--- src/rtl/i2s_pkg.sv ---
// Shared types and constants for the I2S receiver (state encoding, synchroniser depth,
// slot bit-counter width helper).
package i2s_pkg;

    typedef enum logic [1:0] {
        ALIGN = 2'd0,
        LEFT  = 2'd1,
        RIGHT = 2'd2
    } i2s_state_t;

    localparam int I2S_SYNC_STAGES = 2;

    // Counter must reach SLOT_W+1 (saturation value), so it needs SLOT_W+2 codes.
    function automatic int bit_cnt_width(input int slot_w);
        return $clog2(slot_w + 2);
    endfunction

endpackage

--- src/rtl/sync_edge_detect.sv ---
// N-stage synchroniser with a registered rising-edge strobe; q is delayed one extra
// flop so that it lines up with the cycle in which rise is high.
module sync_edge_detect
    import i2s_pkg::*;
#(
    parameter int   STAGES  = I2S_SYNC_STAGES,
    parameter logic RST_VAL = 1'b0
) (
    input  logic clk,
    input  logic rst_n,
    input  logic srst,
    input  logic d,
    output logic q,
    output logic rise
);

    logic [STAGES-1:0] chain_r;
    logic              q_r;
    logic              rise_r;

    // Synchroniser chain, alignment flop and edge strobe.
    always_ff @(posedge clk or negedge rst_n) begin
        if (!rst_n) begin
            chain_r <= {STAGES{RST_VAL}};
            q_r     <= RST_VAL;
            rise_r  <= 1'b0;
        end else if (srst) begin
            chain_r <= {STAGES{RST_VAL}};
            q_r     <= RST_VAL;
            rise_r  <= 1'b0;
        end else begin
            chain_r <= {chain_r[STAGES-2:0], d};
            q_r     <= chain_r[STAGES-1];
            rise_r  <= chain_r[STAGES-1] & ~q_r;
        end
    end

    assign q    = q_r;
    assign rise = rise_r;

endmodule

--- src/rtl/i2s_rx.sv ---
// Philips I2S receiver: oversamples sck/ws/sd and emits signed stereo pairs with a
// one-cycle tick. Optional slot-length checking: define I2S_RX_FRAME_CHECK_EN.
module i2s_rx
    import i2s_pkg::*;
#(
    parameter int DW     = 24,
    parameter int SLOT_W = 32
) (
    input  logic          clk_i,
    input  logic          rst_n_i,
    input  logic          sck_i,
    input  logic          ws_i,
    input  logic          sd_i,
    output logic [DW-1:0] left_o,
    output logic [DW-1:0] right_o,
    output logic          sample_tick_o,
    output logic          frame_err_o
);

    localparam int            CW       = bit_cnt_width(SLOT_W);
    localparam logic [CW-1:0] CNT_MAX  = CW'(SLOT_W + 1);
    localparam logic [CW-1:0] CNT_SLOT = CW'(SLOT_W);

    logic          bit_stb_s;
    logic          ws_s;
    logic          sd_s;
    logic          sck_q_s;
    logic          ws_rise_s;
    logic          sd_rise_s;
    logic          unused_s;

    i2s_state_t    state_r;
    logic          ws_prev_r;
    logic [DW-1:0] shift_r;
    logic [CW-1:0] bit_cnt_r;
    logic [DW-1:0] left_hold_r;
    logic [DW-1:0] left_r;
    logic [DW-1:0] right_r;
    logic          tick_r;

    logic          bnd_s;
    logic [CW-1:0] cnt_next_s;
    logic [DW-1:0] word_s;
    logic          slot_ok_s;
    logic          err_set_s;

    sync_edge_detect #(.STAGES(I2S_SYNC_STAGES), .RST_VAL(1'b0)) u_sck_sync (
        .clk(clk_i), .rst_n(rst_n_i), .srst(1'b0), .d(sck_i), .q(sck_q_s), .rise(bit_stb_s)
    );

    sync_edge_detect #(.STAGES(I2S_SYNC_STAGES), .RST_VAL(1'b1)) u_ws_sync (
        .clk(clk_i), .rst_n(rst_n_i), .srst(1'b0), .d(ws_i), .q(ws_s), .rise(ws_rise_s)
    );

    sync_edge_detect #(.STAGES(I2S_SYNC_STAGES), .RST_VAL(1'b0)) u_sd_sync (
        .clk(clk_i), .rst_n(rst_n_i), .srst(1'b0), .d(sd_i), .q(sd_s), .rise(sd_rise_s)
    );

    assign unused_s = sck_q_s ^ ws_rise_s ^ sd_rise_s;

    // Boundary detection, saturating count and the word including the current bit.
    always_comb begin
        bnd_s      = bit_stb_s & (ws_s != ws_prev_r);
        cnt_next_s = (bit_cnt_r == CNT_MAX) ? bit_cnt_r : bit_cnt_r + CW'(1);
        word_s     = shift_r;
        for (int i = 0; i < DW; i++) begin
            if (int'(bit_cnt_r) == DW - 1 - i) begin
                word_s[i] = sd_s;
            end else begin
                word_s[i] = shift_r[i];
            end
        end
`ifdef I2S_RX_FRAME_CHECK_EN
        slot_ok_s = (cnt_next_s == CNT_SLOT);
`else
        slot_ok_s = 1'b1;
`endif
        err_set_s = bnd_s & ((state_r == LEFT) | (state_r == RIGHT)) & ~slot_ok_s;
    end

    // Slot framing state machine with registered sample outputs.
    always_ff @(posedge clk_i or negedge rst_n_i) begin
        if (!rst_n_i) begin
            state_r     <= ALIGN;
            ws_prev_r   <= 1'b1;
            shift_r     <= {DW{1'b0}};
            bit_cnt_r   <= {CW{1'b0}};
            left_hold_r <= {DW{1'b0}};
            left_r      <= {DW{1'b0}};
            right_r     <= {DW{1'b0}};
            tick_r      <= 1'b0;
        end else begin
            tick_r <= 1'b0;
            if (bit_stb_s) begin
                ws_prev_r <= ws_s;
                case (state_r)
                    ALIGN: begin
                        if (bnd_s && ws_prev_r) begin
                            shift_r   <= {DW{1'b0}};
                            bit_cnt_r <= {CW{1'b0}};
                            state_r   <= LEFT;
                        end
                    end
                    LEFT: begin
                        if (bnd_s) begin
                            shift_r   <= {DW{1'b0}};
                            bit_cnt_r <= {CW{1'b0}};
                            if (slot_ok_s) begin
                                left_hold_r <= word_s;
                                state_r     <= RIGHT;
                            end else begin
                                state_r <= ALIGN;
                            end
                        end else begin
                            shift_r   <= word_s;
                            bit_cnt_r <= cnt_next_s;
                        end
                    end
                    RIGHT: begin
                        if (bnd_s) begin
                            shift_r   <= {DW{1'b0}};
                            bit_cnt_r <= {CW{1'b0}};
                            if (slot_ok_s) begin
                                left_r  <= left_hold_r;
                                right_r <= word_s;
                                tick_r  <= 1'b1;
                                state_r <= LEFT;
                            end else begin
                                state_r <= ALIGN;
                            end
                        end else begin
                            shift_r   <= word_s;
                            bit_cnt_r <= cnt_next_s;
                        end
                    end
                    default: begin
                        state_r <= ALIGN;
                    end
                endcase
            end
        end
    end

`ifdef I2S_RX_FRAME_CHECK_EN
    logic err_r;

    // Sticky slot-length error, cleared only by reset.
    always_ff @(posedge clk_i or negedge rst_n_i) begin
        if (!rst_n_i) begin
            err_r <= 1'b0;
        end else if (err_set_s) begin
            err_r <= 1'b1;
        end
    end

    assign frame_err_o = err_r;
`else
    logic unused_err_s;
    assign unused_err_s = err_set_s;
    assign frame_err_o  = 1'b0;
`endif

    assign left_o        = left_r;
    assign right_o       = right_r;
    assign sample_tick_o = tick_r;

endmodule

--- config.mk ---
export PLATFORM = sky130hd
export DESIGN_NAME = i2s_rx
export DESIGN_NICKNAME = d
export VERILOG_FILES = /design/src/rtl/i2s_pkg.sv /design/src/rtl/sync_edge_detect.sv /design/src/rtl/i2s_rx.sv
export SDC_FILE = /design/constraint.sdc
export NUM_CORES = 1
export LEC_CHECK = 0
export CAP_MARGIN = 20
export CORE_MARGIN = 2
export CORE_UTILIZATION = 35
export CTS_CLUSTER_SIZE = 16
export DETAILED_ROUTE_END_ITERATION = 10
export PLACE_DENSITY = 0.62
export SETUP_SLACK_MARGIN = 0.5
export SYNTH_ARGS = -nofsm -noshare
export SYNTH_HDL_FRONTEND = slang
export SYNTH_SLANG_ARGS = --single-unit
--- constraint.sdc ---
create_clock -name clk_i -period 5.5 [get_ports clk_i]
set_input_delay 1.1 -clock clk_i [delete_from_list [all_inputs] [get_ports clk_i]]
set_output_delay 1.1 -clock clk_i [all_outputs]
set_load 0.02 [all_outputs]
; ---- Word-level counts from Yosys, hierarchy flattened
; Cells that the tools add are included.
[totals]
regBits = 116
inputBits = 5
output_inout_bits = 50
word_cells = 98
[classes]
addsub = 1
eq_ne = 31
mux = 38
bitwise_logic = 3
reduce_logical = 10
[ops]
columns = operator, count
row1 = "6-bit equality test, second input constant", 9
row2 = "6-bit by 5-bit equality test with 1-bit output, second input constant", 8
row3 = 24-bit 2-to-1 mux, 2
row4 = 24-bit one-hot mux with 2 select lines, 1
row5 = 1-bit 2-to-1 mux, 27
row6 = "6-bit by 4-bit equality test with 1-bit output, second input constant", 4
row7 = 6-bit 2-to-1 mux, 3
row8 = "6-bit by 3-bit equality test with 1-bit output, second input constant", 2
row9 = 6-bit one-hot mux with 2 select lines, 1
row10 = 3-bit AND reduction, 3
row11 = 4-bit AND reduction, 2
row12 = "6-bit by 1-bit adder with 6-bit output, second input constant", 1
row13 = "6-bit by 2-bit equality test with 1-bit output, second input constant", 1
row14 = 6-bit zero test, 1
row15 = 2-bit 2-to-1 mux, 3
row16 = "2-bit != test, second input constant", 3
row17 = 2-bit one-hot mux with 3 select lines, 1
row18 = "3-bit != test, second input constant", 1
row19 = 1-bit AND, 2
row20 = "2-bit by 1-bit equality test with 1-bit output, second input constant", 1
row21 = "2-bit equality test, second input constant", 1
row22 = 2-bit zero test, 1
row23 = 2-bit nonzero test, 1
row24 = 2-bit OR reduction, 1
row25 = other kinds (3), 3

; ---- Longest topological paths before layout
; Gate-level depths: netlist (run 1).
[logic_depth]
word_depth = 5
mapped_depth = 7
ltp_nobuf = 6

; ---- Modules after synthesis
; Synthesis (run 1) repeated with hierarchy kept, for this count alone.
[hier_totals]
hier_cells = 472
hier_area_um2 = 5116.2
[by_module_without_submodules]
columns = mod, instances, cells_each, area_per_inst_um2, seq_area_each_um2
row1 = i2s_rx, 1, 448, 4723.3, 2653.8
row2 = sync_edge_detect (u_sck_sync ...), 2, 8, 131.4, 100.1
row3 = sync_edge_detect (u_ws_sync), 1, 8, 130.1, 103.8

; ---- Least setup slack after synthesis (run 1)
; OpenSTA, ideal clock, no wires.
[synth_path]
path_type = register to register
start = register state_r[0]
end = register bit_cnt_r[5]
setup_time_ns = 0.083
arrival_ns = 1.641
required_ns = 5.417
path_slack_ns = 3.776
path_stages_with_launch = 7
path_buffers = 0
period_less_slack_ns = 1.724
cell_sequence = dfrtp_1 inv_1 ha_1 nand3b_1 or3_1 or3_1 o21ai_0
[synth_between]
elab_chain_cells = 4
elab_cells_between_ends = 9
classes_between = eq/ne: 4 / mux: 1 / reduce/logical: 4
[synth_rtl]
columns = element, line_no
row1 = start: declaration, i2s_rx.sv:32  ; i2s_state_t state_r;
row2 = start signal: assignment, i2s_rx.sv:84  ; state_r <= ALIGN;
row3 = start signal: assignment, i2s_rx.sv:101  ; state_r <= LEFT;
row4 = start signal: assignment, i2s_rx.sv:110  ; state_r <= RIGHT;
row5 = 2-bit by 1-bit equality test with 1-bit output / 2-bit equality test (equally long branches), i2s_rx.sv:96  ; case (state_r)
row6 = 2-bit OR reduction (no line), -
row7 = 3-bit != test (no line) / 2-bit nonzero test (equally long branches), -
row8 = 4-bit AND reduction (no line), -
row9 = end signal: assignment, i2s_rx.sv:100  ; bit_cnt_r <= {CW{1'b0}};
row10 = end signal: assignment, i2s_rx.sv:107  ; bit_cnt_r <= {CW{1'b0}};
row11 = end signal: assignment, i2s_rx.sv:116  ; bit_cnt_r <= cnt_next_s;
row12 = end: declaration, i2s_rx.sv:35  ; logic [CW-1:0] bit_cnt_r;
; Several ways; a longest one is shown, not always the timed one.
; A chain may end at the register's enable or synchronous reset.

; ---- Final worst setup path (run 1)
[layout_path]
start = register state_r[0]
end = register shift_r[9]
[layout_between]
elab_chain_cells = 4
elab_cells_between_ends = 8
classes_between = eq/ne: 3 / mux: 1 / reduce/logical: 4
[layout_rtl]
columns = element, line_no
row1 = 2-bit by 1-bit equality test with 1-bit output / 2-bit equality test (equally long branches), i2s_rx.sv:96
row2 = 2-bit OR reduction (no line), -
row3 = 2-bit nonzero test (no line), -
row4 = 3-bit AND reduction (no line), -
row5 = end signal: assignment, i2s_rx.sv:99  ; shift_r <= {DW{1'b0}};
row6 = end signal: assignment, i2s_rx.sv:106  ; shift_r <= {DW{1'b0}};
row7 = end signal: assignment, i2s_rx.sv:115  ; shift_r <= word_s;
row8 = end: declaration, i2s_rx.sv:34  ; logic [DW-1:0] shift_r;
; Several ways; a longest one is shown, not always the timed one.

==> results.yml, run 1 <==
sta:
  clock_skew_ns: 0.00882
  setup-violations-final: 0
  min_period_over_period: 0.535
  finalWorstSetupSlack_ns: 2.56
  min_period_ns: 2.94
  worstMarginPinSlew_ns: 0.903
  tns_ns: 0
  relSlewSlack: 0.398
  hold_violations: 0
  rsz0062_at_grt: "no"
  max_freq_mhz: 340
  final_max_slew_viol_count: 0
place:
  gp_congestion: 0.783
  preCtsSetupSlack_ns: 2.54
  dp_hpwl_um: 6500
  port_buffers: 53
critical_path:
  crit_chain: "inv_1, ha_1, nand3b_1, nor2_2, nand2_1, o22ai_1"
  start_kind: "flop"
  end_kind: "flop"
  cpPeakStageDelay_ns: 0.72
  reg2reg_depth: 6
  worstSetupPathType: "flop to flop"
  crit_family: "simple AND/OR/NAND/NOR gates"
  worst_path_max_delay_cell: "nor2_2"
  crit_fanout: 25
  r2r-end: "shift_r[9]"
  r2r_slack_ns: 2.56
  rr_startpoint: "state_r[0]"
  worstPathRequired_ns: 5.80
  critPathArrivalTime_ns: 3.24
  cp_num_buf_inv: 1
clock_network:
  cts_max_level: 4
  clk_pin_slew_ns: 0.05
  clkSinkCount: 116
  clockBufferDepth: 2
  cts_buffers: 17
  cts_root_buf: "clkbuf_16"
  hold_buffers: 0
  insertion_delay_ns: 0.40
  tritoncts: "built"
  cts_resized: 0
  cts_setup_buffers: 0
yosys:
  yosysWarnings: 0
  postSynthCellCount: 462
  ys_types: 39
  syn-cell-area_um2: 5020
  avgSynthCellArea_um2: 10.9
  synth_nets: 477
  synth-edff-count: 0
  synth_top_area_frac: 0.558
  ys_ff_latch: 116
  synthTopCellsByArea: "dfrtp_1 (56%), a21oi_1 (7.2%), mux2_2 (5.8%), mux2i_1 (5.0%), nor2_1 (3.9%)"
  synth_top_cell_by_area: "dfrtp_1"
  ys_async_sr_fraction: 1.00
  yosysSeqAreaShare: 0.579
  synth-main-ff-cell: "dfrtp_1"
global_route:
  grt_pass1_vias: 3474
  grt_use_total: 0.144
  antenna_found_initial: 0
  grt_max_degree: 68
  overflow: 0
  grt_pass1_wl_um: 17100
hold_path:
  min_from: "u_ws_sync.chain_r[1]"
  hold_depth: 0
  hold_end: "u_ws_sync.q"
  hold_class: "flop to flop"
drt:
  routedWlPerCell_um: 14.0
  drt_first_pass_iters: 4
  ant_nets: 0
  vias: 3473
  drt_iter0_markers: 289
  vias_per_cell: 4.95
  drt-total-wl_um: 9820
  route.detailed.drc: 0
pwr:
  switching_share: 0.307
  power_density_nw_per_um2: 558
  p_leak_nw: 2.83
  p_seq_frac: 0.370
  clockPowerShare: 0.327
  power.net_switching_mw: 1.07
  ir_drop_mv: 0.209
  power.internal_mw: 2.42
  p_comb_frac: 0.303
finish:
  antennaDiodeCount: 0
  drive_gt1_frac: 0.129
  syn_to_final_growth_pct: 24.5
  nets: 523
floorplanning:
  start_util: 0.360
  ios: 55
  row_count: 43
  coreArea_um2: 13900
  fp.dieW_um: 124
  die_area_um2: 15300
  fp.dieH_um: 124
run_status:
  outcome: "complete, no violations"
run:
  cap_viol_max_count: 0
[registers in the layout (all words and copies together) (netlist names), 2 cells and up]
signal and count:
bit_cnt_r 6, left_hold_r 24, left_o 24, right_o 24
shift_r 24, state_r 2, u_sck_sync.chain_r 2, u_sd_sync.chain_r 2
u_ws_sync.chain_r 2
[per-layer routing]
metal	vias up	routed length (um)	GRT usage
met5	-	0	0
met4	0	90	0.0405
met3	8	427	0.0467
met2	63	4770	0.229
met1	1732	4540	0.190
li1	1670	-	-
[logic make-up after synthesis]
family,after synthesis,share of synthesized area
buf+inv,59,0.0561
fa+ha+maj,10,0.0249
simple gates,111,0.0995
xor+xnor,1,0.00324
other cells,1,0.000747
mux,51,0.108
flops,116,0.579
compound gates,113,0.128
[cell type report]
| type | count | area [um^2] |
|---|---|---|
| multi-input combinational | 287 | 1830 |
| tap | 180 | 225 |
| sequential | 116 | 2910 |
| clock inverter | 9 | 151 |
| clock buffer | 23 | 468 |
| timing repair buffer | 56 | 551 |
| inverter | 30 | 113 |
| fill | 1272 | 7690 |
[cell usage after synthesis (6+ instances only)]
master    number
nor2b_1        6
dfrtp_1      112
nor2_1        52
buf_2          8
inv_1         30
ha_1          10
clkbuf_1      11
mux2i_1       25
nand2_1       26
nand3_1        9
o22ai_1       24
a21oi_1       72
mux2_2        26
[layout by cell type (no fill, tap or decap), types with 2 or more instances in the layout]
| cell type | instances |
|---|---|
| nor2_1 | 52 |
| nand2_1 | 26 |
| nor3_1 | 2 |
| buf_4 | 4 |
| mux2i_1 | 25 |
| clkbuf_16 | 17 |
| nand3_1 | 9 |
| nor3b_1 | 5 |
| a21oi_1 | 72 |
| a32o_1 | 2 |
| dfstp_2 | 4 |
| ha_1 | 10 |
| o21bai_1 | 4 |
| bufinv_16 | 4 |
| clkdlybuf4s50_1 | 52 |
| o22ai_1 | 24 |
| or3_1 | 2 |
| o21ai_0 | 3 |
| clkbuf_1 | 4 |
| a21bo_2 | 2 |
| clkinv_2 | 3 |
| mux2_2 | 26 |
| clkbuf_8 | 2 |
| dfrtp_1 | 112 |
| nor2b_1 | 6 |
| inv_1 | 30 |
| and2_1 | 2 |
[power groups by stage]
stage          Clock (mW)  Combinational [mW]  Sequential (mW)
2_1_floorplan           0               0.435             1.47
3_3_place_gp            0                1.04             1.29
3_5_place_dp            0                1.06             1.31
4_1_cts              1.16                1.07             1.30
5_1_grt              1.21                1.17             1.33
6_report             1.14                1.06             1.29
[metrics by stage]
step,cells,power [mW],cell area (um^2),util,hold slack (ns)
2_1_floorplan,462,1.90,5020,-,0.331
3_5_place_dp,669,2.37,5630,0.404,0.347
4_1_cts,701,3.53,6250,0.448,0.355
5_1_grt,701,3.70,6250,0.448,0.360
3_3_place_gp,669,2.33,5630,0.404,0.333
6_report,701,3.49,6250,0.448,0.354
[how the worst max path moves through the flow]
stage / start / endpoint / slack (ns) / cells past startpoint
3_3_place_gp: state_r[0] / shift_r[1] / 2.67 / 6
4_1_cts: state_r[0] / shift_r[9] / 2.50 / 6
5_1_grt: state_r[0] / shift_r[17] / 2.15 / 6
3_5_place_dp: state_r[0] / shift_r[13] / 2.54 / 6
6_report: state_r[0] / shift_r[9] / 2.56 / 6
2_1_floorplan: state_r[0] / bit_cnt_r[5] / 3.78 / 6
No activity file was read; power rests on OpenSTA's default activity.
==> run 2: changes to the inputs <==
==> constraint.sdc (replaced) <==
create_clock -name clk_i -period 3.05 [get_ports clk_i]
set_input_delay 0.61 -clock clk_i [delete_from_list [all_inputs] [get_ports clk_i]]
set_output_delay 0.61 -clock clk_i [all_outputs]
set_load 0.02 [all_outputs]
==> results.yml, run 2 (same netlist as run 1, synthesis figures left out) <==
sta:
  min_period_over_period: 0.720
  final_max_slew_viol_count: 0
  worstMarginPinSlew_ns: 0.881
  relSlewSlack: 0.411
  max_freq_mhz: 455
  clock_skew_ns: 0.00744
  rsz0062_at_grt: "no"
  setup-violations-final: 0
  tns_ns: 0
  min_period_ns: 2.20
  hold_violations: 0
clock_network:
  clk_pin_slew_ns: 0.05
  insertion_delay_ns: 0.41
  cts_max_level: 4
  cts_setup_buffers: 0
  cts_resized: 0
  hold_buffers: 0
  cts_buffers: 17
  clkSinkCount: 116
  clockBufferDepth: 2
  tritoncts: "built"
  cts_root_buf: "clkbuf_16"
critical_path:
  critPathArrivalTime_ns: 2.50
  worstPathRequired_ns: 3.36
  crit_chain: "inv_1, ha_1, nand3b_1, nor2_2, nand2_1, o22ai_1"
  end_kind: "flop"
  worstSetupPathType: "flop to flop"
  worst_path_max_delay_cell: "nand2_1"
  crit_fanout: 24
  start_kind: "flop"
  cpPeakStageDelay_ns: 0.51
hold_path:
  hold_class: "primary input to asynchronous set/reset pin"
finish:
  drive_gt1_frac: 0.138
  syn_to_final_growth_pct: 25.0
  final_cell_mix: "dfrtp_1 (112), a21oi_1 (72), nor2_1 (52), clkdlybuf4s50_1 (52), inv_1 (30)"
  multi_input_area_um2: 1830
  final_common_cell: "dfrtp_1"
  layout.area.seq_um2: 2910
  fill_cells: 1291
  fin_area_um2: 6270
  antennaDiodeCount: 0
  nets: 526
floorplanning:
  coreArea_um2: 13900
  start_util: 0.360
  ios: 55
  die_area_um2: 15300
  fp.dieH_um: 124
  fp.dieW_um: 124
  row_count: 43
drt:
  vias_per_cell: 4.91
  route.detailed.drc: 0
  drt_iter0_markers: 240
  drt_first_pass_iters: 6
  ant_nets: 0
  drt-total-wl_um: 10400
  vias: 3453
  routedWlPerCell_um: 14.7
global_route:
  grt_pass1_vias: 3522
  antenna_found_initial: 0
  grt_max_degree: 74
  grt_use_total: 0.149
  overflow: 0
  grt_pass1_wl_um: 17500
pwr:
  p_seq_frac: 0.373
  p_comb_frac: 0.311
  switching_share: 0.315
  power.internal_mw: 4.27
  ir_drop_mv: 0.366
  power.net_switching_mw: 1.96
  power_density_nw_per_um2: 993
  p_leak_nw: 2.84
  clockPowerShare: 0.316
run:
  cap_viol_max_count: 0
place:
  gp_congestion: 0.779
  port_buffers: 53
  dp_hpwl_um: 6600
  placed_cell_area_um2: 5670
run_status:
  outcome: "complete, no violations"
==> run 2: cell types whose count changed in the layout (fill, tap and decap cells not counted), sizes merged <==
cell,before,now
buf,4,7
bufinv,4,2
clkinvlp,1,2
==> run 2: final timing paths <==
check / from / to / slack [ns] / cells past startpoint
min: rst_n_i / left_o[5] / 0.13 / 1
max reg2reg: state_r[0] / shift_r[1] / 0.85 / 6
max: state_r[0] / shift_r[1] / 0.85 / 6
min in group clk_i: u_sd_sync.chain_r[0] / u_sd_sync.chain_r[1] / 0.35 / 0
max in group asynchronous: rst_n_i / left_o[1] / 2.22 / 2
min reg2reg: u_sd_sync.chain_r[0] / u_sd_sync.chain_r[1] / 0.35 / 0
==> run 2: power groups by stage <==
stage	combinational [mW]	sequential [mW]	clock (mW)
after detailed placement	1.94	2.36	0
after global routing	2.13	2.40	2.08
after floorplan	0.784	2.65	0
final	1.93	2.32	1.97
after global placement	1.90	2.33	0
after CTS	1.96	2.34	2.01
==> run 2: routing by layer <==
layer  wire, um  part of all wire  global-route usage  vias to the layer above
li1           -                 -                   -                     1676
met1       4850              0.47               0.194                     1704
met2       5040              0.49               0.237                       65
met3        381             0.037              0.0485                        8
met4         78            0.0075              0.0447                        0
met5          0                 0                   0                        -
==> run 2: stage by stage <==
| stage | std cells | setup slack (ns) | total power [mW] | util | hold slack (ns) |
|---|---|---|---|---|---|
| after floorplan | 462 | 1.33 | 3.43 | - | 0.314 |
| after global placement | 672 | 0.989 | 4.23 | 0.407 | 0.337 |
| after detailed placement | 672 | 0.852 | 4.29 | 0.407 | 0.336 |
| after CTS | 703 | 0.837 | 6.30 | 0.450 | 0.135 |
| after global routing | 703 | 0.670 | 6.61 | 0.450 | 0.152 |
| final | 703 | 0.853 | 6.23 | 0.450 | 0.134 |
==> run 2: layout make-up <==
| type | count | share of cell area |
|---|---|---|
| multi-input cells | 287 | 0.292 |
| inverters | 30 | 0.0180 |
| clock inverters | 8 | 0.0158 |
| clock buffers | 23 | 0.0794 |
| well taps | 180 | 0.0359 |
| flip-flops and latches | 116 | 0.464 |
| repair buffers | 59 | 0.0954 |
==> run 2: worst max-delay path, delay by kind of cell (launching register included) <==
| family | cells | cell delay, ns |
|---|---|---|
| AO/OA/AOI/OAI | 1 | 0.39 |
| buffers and inverters | 1 | 0.11 |
| adder cells (fa/ha/maj) | 1 | 0.27 |
| flip-flops | 1 | 0.43 |
| AND/OR/NAND/NOR | 3 | 0.89 |
